## src/rtl/pipe_pkg.sv

```systemverilog
// Shared types for the pipeline hazard scheduler: forwarding encodings,
// control states and the in-flight writer scoreboard entry.
package pipe_pkg;

  localparam int REG_AW_DEFAULT = 5;
  // Scoreboard entries store destinations zero-extended to this width.
  localparam int SB_AW = 8;

  localparam logic [1:0] FWD_RF    = 2'b00;
  localparam logic [1:0] FWD_EXMEM = 2'b01;
  localparam logic [1:0] FWD_MEMWR = 2'b10;

  typedef enum logic [1:0] {
    RUN   = 2'b00,
    STALL = 2'b01,
    FLUSH = 2'b10
  } state_t;

  typedef struct packed {
    logic             v;
    logic [SB_AW-1:0] rw;
    logic             ld;
  } sb_entry_t;

  // m[0] is the EX entry (youngest), m[1] the MEM entry.
  function automatic logic [1:0] fwd_sel(input logic [1:0] m);
    if (m[0]) begin
      return FWD_EXMEM;
    end else if (m[1]) begin
      return FWD_MEMWR;
    end else begin
      return FWD_RF;
    end
  endfunction

endpackage

```

## src/rtl/pipe_hazard_sched_if.sv

```systemverilog
// ID-stage / branch inputs and stall-flush-forward controls of the hazard
// scheduler; master is the core datapath, slave is the scheduler.
interface pipe_hazard_sched_if #(
  parameter int REG_AW = pipe_pkg::REG_AW_DEFAULT
) ();

  logic              id_valid;
  logic [REG_AW-1:0] id_rs;
  logic [REG_AW-1:0] id_rt;
  logic              id_uses_rs;
  logic              id_uses_rt;
  logic              id_reg_wr;
  logic [REG_AW-1:0] id_rw;
  logic              id_is_load;
  logic              ex_branch_taken;
  logic              pc_inc;
  logic              ifid_hold;
  logic              ifid_flush;
  logic              idex_bubble;
  logic [1:0]        fwd_a;
  logic [1:0]        fwd_b;

  modport master (
    output id_valid, id_rs, id_rt, id_uses_rs, id_uses_rt,
           id_reg_wr, id_rw, id_is_load, ex_branch_taken,
    input  pc_inc, ifid_hold, ifid_flush, idex_bubble, fwd_a, fwd_b
  );

  modport slave (
    input  id_valid, id_rs, id_rt, id_uses_rs, id_uses_rt,
           id_reg_wr, id_rw, id_is_load, ex_branch_taken,
    output pc_inc, ifid_hold, ifid_flush, idex_bubble, fwd_a, fwd_b
  );

endinterface

```

## src/rtl/pipe_hazard_sched_hz_match.sv

```systemverilog
// Compares one ID source register against the EX/MEM/WR scoreboard entries;
// register 0 and unused sources never match.
module hz_match
  import pipe_pkg::*;
(
  input  logic                  used,
  input  logic [SB_AW-1:0]      src,
  input  sb_entry_t [2:0]       sb,
  output logic [2:0]            match
);

  // Per-entry match vector, index 0 = EX, 1 = MEM, 2 = WR.
  always_comb begin
    match = 3'b000;
    for (int i = 0; i < 3; i++) begin
      match[i] = sb[i].v & used & (sb[i].rw == src) & (src != {SB_AW{1'b0}});
    end
  end

endmodule

```

## src/rtl/pipe_hazard_sched.sv

```systemverilog
// RAW-hazard stall / taken-branch flush scheduler for the 5-stage core.
// Define PIPE_FWD_EN to enable EX/MEM and MEM/WR forwarding (load-use stalls only).
module pipe_hazard_sched
  import pipe_pkg::*;
#(
  parameter int REG_AW     = REG_AW_DEFAULT,
  parameter int BR_PENALTY = 2
) (
  input  logic                clk,
  input  logic                reset,
  pipe_hazard_sched_if.slave  bus
);

  localparam int CNT_W = $clog2(BR_PENALTY + 1);
  localparam logic [CNT_W-1:0] CNT_LOAD = CNT_W'(BR_PENALTY - 1);

  state_t           state_r;
  logic [CNT_W-1:0] cnt_r;
  sb_entry_t [2:0]  sb_r;
  logic [2:0]       m_rs_s;
  logic [2:0]       m_rt_s;
  logic             hz_s;
  logic             pc_inc_s;
  logic             hold_s;
  logic             flush_s;
  logic             bubble_s;
  logic [1:0]       fwd_a_r;
  logic [1:0]       fwd_b_r;

  hz_match u_match_rs (
    .used  (bus.id_uses_rs),
    .src   (SB_AW'(bus.id_rs)),
    .sb    (sb_r),
    .match (m_rs_s)
  );

  hz_match u_match_rt (
    .used  (bus.id_uses_rt),
    .src   (SB_AW'(bus.id_rt)),
    .sb    (sb_r),
    .match (m_rt_s)
  );

`ifdef PIPE_FWD_EN
  logic wr_match_unused_s;
  assign wr_match_unused_s = m_rs_s[2] ^ m_rt_s[2];
  assign hz_s = (m_rs_s[0] | m_rt_s[0]) & sb_r[0].ld;

  // Forward selects travel with the instruction into EX.
  always_ff @(negedge clk) begin
    if (reset) begin
      fwd_a_r <= FWD_RF;
      fwd_b_r <= FWD_RF;
    end else if (bubble_s || !bus.id_valid) begin
      fwd_a_r <= FWD_RF;
      fwd_b_r <= FWD_RF;
    end else begin
      fwd_a_r <= fwd_sel(m_rs_s[1:0]);
      fwd_b_r <= fwd_sel(m_rt_s[1:0]);
    end
  end
`else
  logic ld_unused_s;
  assign ld_unused_s = sb_r[0].ld ^ sb_r[1].ld ^ sb_r[2].ld;
  assign hz_s    = |{m_rs_s, m_rt_s};
  assign fwd_a_r = FWD_RF;
  assign fwd_b_r = FWD_RF;
`endif

  // Mealy controls: branch flush outranks the RAW stall.
  always_comb begin
    pc_inc_s = 1'b0;
    hold_s   = 1'b0;
    flush_s  = 1'b0;
    bubble_s = 1'b0;
    if (reset) begin
      pc_inc_s = 1'b0;
    end else if (bus.ex_branch_taken || (state_r == FLUSH)) begin
      pc_inc_s = 1'b1;
      flush_s  = 1'b1;
      bubble_s = 1'b1;
    end else if (hz_s) begin
      hold_s   = 1'b1;
      bubble_s = 1'b1;
    end else begin
      pc_inc_s = 1'b1;
    end
  end

  // Scoreboard shifts with the pipeline; a bubble enters EX as an invalid entry.
  always_ff @(negedge clk) begin
    if (reset) begin
      sb_r <= '{default: '0};
    end else begin
      sb_r[2] <= sb_r[1];
      sb_r[1] <= sb_r[0];
      if (bubble_s || !bus.id_valid) begin
        sb_r[0] <= '{default: '0};
      end else begin
        sb_r[0] <= '{v: bus.id_reg_wr, rw: SB_AW'(bus.id_rw), ld: bus.id_is_load};
      end
    end
  end

  // Control FSM with the post-branch flush countdown.
  always_ff @(negedge clk) begin
    if (reset) begin
      state_r <= RUN;
      cnt_r   <= {CNT_W{1'b0}};
    end else begin
      case (state_r)
        RUN, STALL: begin
          if (bus.ex_branch_taken) begin
            state_r <= FLUSH;
            cnt_r   <= CNT_LOAD;
          end else if (hz_s) begin
            state_r <= STALL;
          end else begin
            state_r <= RUN;
          end
        end
        FLUSH: begin
          if (bus.ex_branch_taken) begin
            cnt_r <= CNT_LOAD;
          end else if (cnt_r == {CNT_W{1'b0}}) begin
            state_r <= RUN;
          end else begin
            cnt_r <= cnt_r - CNT_W'(1);
          end
        end
        default: begin
          state_r <= RUN;
          cnt_r   <= {CNT_W{1'b0}};
        end
      endcase
    end
  end

  assign bus.pc_inc      = pc_inc_s;
  assign bus.ifid_hold   = hold_s;
  assign bus.ifid_flush  = flush_s;
  assign bus.idex_bubble = bubble_s;
  assign bus.fwd_a       = reset ? FWD_RF : fwd_a_r;
  assign bus.fwd_b       = reset ? FWD_RF : fwd_b_r;

endmodule
```

## src/flat_wrapper.sv

```systemverilog
// flat-port wrapper written by rule: the top's interface ports become plain ports
module pipe_hazard_sched_flat import pipe_pkg::*;
#(
  parameter int REG_AW     = REG_AW_DEFAULT,
  parameter int BR_PENALTY = 2
)
  (clk, reset, bus_id_valid, bus_id_rs, bus_id_rt, bus_id_uses_rs, bus_id_uses_rt, bus_id_reg_wr, bus_id_rw, bus_id_is_load, bus_ex_branch_taken, bus_pc_inc, bus_ifid_hold, bus_ifid_flush, bus_idex_bubble, bus_fwd_a, bus_fwd_b);
  pipe_hazard_sched_if #(.REG_AW(REG_AW)) bus_i ();
  input  logic clk;
  input  logic reset;
  input wire logic [$bits(bus_i.id_valid)-1:0] bus_id_valid;
  input wire logic [$bits(bus_i.id_rs)-1:0] bus_id_rs;
  input wire logic [$bits(bus_i.id_rt)-1:0] bus_id_rt;
  input wire logic [$bits(bus_i.id_uses_rs)-1:0] bus_id_uses_rs;
  input wire logic [$bits(bus_i.id_uses_rt)-1:0] bus_id_uses_rt;
  input wire logic [$bits(bus_i.id_reg_wr)-1:0] bus_id_reg_wr;
  input wire logic [$bits(bus_i.id_rw)-1:0] bus_id_rw;
  input wire logic [$bits(bus_i.id_is_load)-1:0] bus_id_is_load;
  input wire logic [$bits(bus_i.ex_branch_taken)-1:0] bus_ex_branch_taken;
  output wire logic [$bits(bus_i.pc_inc)-1:0] bus_pc_inc;
  output wire logic [$bits(bus_i.ifid_hold)-1:0] bus_ifid_hold;
  output wire logic [$bits(bus_i.ifid_flush)-1:0] bus_ifid_flush;
  output wire logic [$bits(bus_i.idex_bubble)-1:0] bus_idex_bubble;
  output wire logic [$bits(bus_i.fwd_a)-1:0] bus_fwd_a;
  output wire logic [$bits(bus_i.fwd_b)-1:0] bus_fwd_b;
  assign bus_i.id_valid = bus_id_valid;
  assign bus_i.id_rs = bus_id_rs;
  assign bus_i.id_rt = bus_id_rt;
  assign bus_i.id_uses_rs = bus_id_uses_rs;
  assign bus_i.id_uses_rt = bus_id_uses_rt;
  assign bus_i.id_reg_wr = bus_id_reg_wr;
  assign bus_i.id_rw = bus_id_rw;
  assign bus_i.id_is_load = bus_id_is_load;
  assign bus_i.ex_branch_taken = bus_ex_branch_taken;
  assign bus_pc_inc = bus_i.pc_inc;
  assign bus_ifid_hold = bus_i.ifid_hold;
  assign bus_ifid_flush = bus_i.ifid_flush;
  assign bus_idex_bubble = bus_i.idex_bubble;
  assign bus_fwd_a = bus_i.fwd_a;
  assign bus_fwd_b = bus_i.fwd_b;
  pipe_hazard_sched #(.REG_AW(REG_AW), .BR_PENALTY(BR_PENALTY)) u_core (.clk(clk), .reset(reset), .bus(bus_i));
endmodule
```

## config.mk

```make
export PLATFORM = sky130hd
export DESIGN_NAME = pipe_hazard_sched_flat
export DESIGN_NICKNAME = d
export VERILOG_FILES = /design/src/rtl/pipe_pkg.sv /design/src/rtl/pipe_hazard_sched_if.sv /design/src/rtl/pipe_hazard_sched_hz_match.sv /design/src/rtl/pipe_hazard_sched.sv /design/src/flat_wrapper.sv
export SDC_FILE = /design/constraint.sdc
export NUM_CORES = 1
export LEC_CHECK = 0
export BUFFER_PORTS_ARGS = -buffer_cell sky130_fd_sc_hd__buf_2
export CORE_MARGIN = 2
export CORE_UTILIZATION = 58
export CTS_CLUSTER_SIZE = 10
export DETAILED_ROUTE_END_ITERATION = 8
export PLACE_DENSITY = 0.85
export SLEW_MARGIN = 20
export SYNTH_ARGS = -nofsm -noshare
export SYNTH_HDL_FRONTEND = slang
export SYNTH_HIERARCHICAL = 1
export SYNTH_SLANG_ARGS = --single-unit
```

## constraint.sdc

```tcl
create_clock -name clk -period 6.5 [get_ports clk]
set_clock_uncertainty 0.05 [all_clocks]
set_input_delay 0.65 -clock clk [delete_from_list [all_inputs] [get_ports clk]]
set_output_delay 0.65 -clock clk [all_outputs]
set_load 0.01 [all_outputs]
```

==> flow_summary.json <==
{
  "multiInputGateArea_sq_um": 1050,
  "ir_drop_mv": 0.1807,
  "swShare_pct": 33.18,
  "mappedNetlistArea_sq_um": 1374,
  "grt_pass1_wl_um": 4698,
  "antenna_found_initial": 0,
  "slew_headroom_pct": 47.89,
  "cp_common_cell": "nor4_1",
  "r2r_end": "u_core/state_r[0]",
  "dr.first_iter.drc_count": 22,
  "seqPwrFrac_pct": 45.9,
  "worstPathMaxFanout": 3,
  "synth_area_per_cell_sq_um": 9.283,
  "die_area_sq_um": 2774,
  "drv_slew": 0,
  "hold_viol_final": 0,
  "insertion_delay_ps": 360,
  "io_buffers": 25,
  "cts_root_buf": "clkbuf_4",
  "ant_nets": 0,
  "wl_per_cell_um": 10.30,
  "syn_to_final_growth_pct": 28.60,
  "min_path_cells": 1,
  "layout_commonest_cell": "xnor2_1",
  "grt_max_degree": 20,
  "numCtsBuffers": 3,
  "timing.setup.tns_ps": 0,
  "cts_buffer_depth": 2,
  "die_h_um": 52.67,
  "cts_tree": "built",
  "io_pins": 31,
  "core_area_sq_um": 2233,
  "slowest_delay_ps": 670,
  "dp_slack_ps": 432.0,
  "dp.final_hpwl_um": 2198,
  "cp_cell_sequence": "xnor2_1, nand4_1, nor4_1, nor3_1, nor4_1, buf_2",
  "setup_ws_ps": 276.9,
  "clk_pin_slew_worst_paths_ps": 40,
  "worstReg2RegStart": "u_core/sb_r[25]",
  "min-delay-path-class": "flip-flop to flip-flop",
  "remaining_drc_errors": 0,
  "post_cts_resized": 0,
  "status": "completed",
  "cpMaxStageDelayCell": "nor4_1",
  "grt_overflow_total": 0,
  "post-route-util_pct": 79.10,
  "seqCellArea_sq_um": 440.4,
  "initial_core_util_pct": 61.51,
  "maxCapViolations": 0,
  "hold_slack_ps": 428.2,
  "gp_congestion": 0.9357,
  "fill_cells": 180,
  "leakage_nw": 0.7458,
  "post_cts_buffers": 0,
  "grt_pass1_vias": 1265,
  "clock_sinks": 22,
  "endpoint": "bus_ifid_hold",
  "die_w_um": 52.67,
  "syn_inst": 148,
  "startpoint": "u_core/sb_r[25]",
  "rsz0062_at_grt": "false",
  "post-place-cells": 240,
  "crit_required_ps": 5800,
  "grt_usage_pct": 22.58,
  "finalSetupViolations": 0,
  "p_int_w": 0.0002074,
  "vias_per_cell": 4.712,
  "wirelength_um": 2720,
  "pwr-share-clk_pct": 35.2,
  "r2r_cells": 5,
  "first_pass_iters": 4,
  "cp-end-kind": "output port",
  "cts_hold_repair.buffers": 0,
  "yosysWarnings": 6,
  "tightest_slew_ps": 774.5,
  "powerDensity_nw_per_um2": 175.7,
  "drive_gt1_share_pct": 13.98,
  "critPathKind": "flip-flop to output port",
  "stdcell_count": 264,
  "rows": 17,
  "r2r_slack_ps": 4690,
  "arrival_ps": 5520,
  "critPathLaunchType": "flip-flop",
  "p_switching_w": 0.0001030,
  "layout_common_cells": "xnor2_1, conb_1, buf_2, inv_1, dfxtp_1",
  "dr_total_vias": 1244,
  "fin_nets": 262,
  "combinationalPowerShare_pct": 18.9,
  "diodes": 0,
  "htreeDepth": 1
}
==> worst max-delay path: cells and delay by family (launching register included) <==
family / cells / cell delay, ps
buffers and inverters: 1 / 170
and+or+nand+nor: 4 / 1260
DFF: 1 / 350
xor gates and xnor gates: 1 / 140
==> registers in the layout (all words and copies together) (netlist names) <==
signal and cells:
u_core/sb_r 18, u_core/cnt_r 2, u_core/state_r 2
==> power by group through the flow <==
stage	Clock (W)	Sequential (W)	Combinational, W
4_1_cts	0.000119	0.000142	0.0000573
6_report	0.000109	0.000143	0.0000587
3_5_place_dp	0.0000217	0.000145	0.0000570
2_1_floorplan	0.0000217	0.000144	0.0000426
5_1_grt	0.000136	0.000142	0.0000662
3_3_place_gp	0.0000217	0.000145	0.0000556
==> metal layers <==
layer | part of all wire [%] | vias up | global-route usage [%]
li1 | - | 638 | -
met1 | 41 | 573 | 22.54
met2 | 54 | 33 | 43.96
met3 | 4.8 | 0 | 6.000
met4 | 0 | 0 | 7.692
met5 | 0 | - | 0
==> final cells by class <==
| class | instances | area share (%) |
|---|---|---|
| multi-input cells | 161 | 59.42 |
| flip-flops and latches | 22 | 24.93 |
| repair buffers | 25 | 7.082 |
| clock inverters | 22 | 4.674 |
| well taps | 28 | 1.983 |
| clock buffers | 3 | 1.275 |
| inverters | 3 | 0.6374 |
==> metrics by stage <==
| stage | total power, W | area [sq um] |
|---|---|---|
| 6_report | 0.0003104 | 1767 |
| 5_1_grt | 0.0003444 | 1767 |
| 2_1_floorplan | 0.0002084 | 1543 |
| 4_1_cts | 0.0003183 | 1767 |
| 3_3_place_gp | 0.0002218 | 1665 |
| 3_5_place_dp | 0.0002234 | 1665 |
==> worst min-delay path by stage <==
stage	start	endpoint	slack, ps
6_report	u_core/sb_r[19]	u_core/sb_r[29]	430
4_1_cts	u_core/sb_r[19]	u_core/sb_r[29]	420
5_1_grt	u_core/sb_r[9]	u_core/sb_r[19]	450
3_3_place_gp	u_core/sb_r[19]	u_core/sb_r[29]	420
2_1_floorplan	u_core/state_r[1]	u_core/state_r[0]	400
3_5_place_dp	u_core/sb_r[19]	u_core/sb_r[29]	420
No activity file was read; power rests on OpenSTA's default activity.
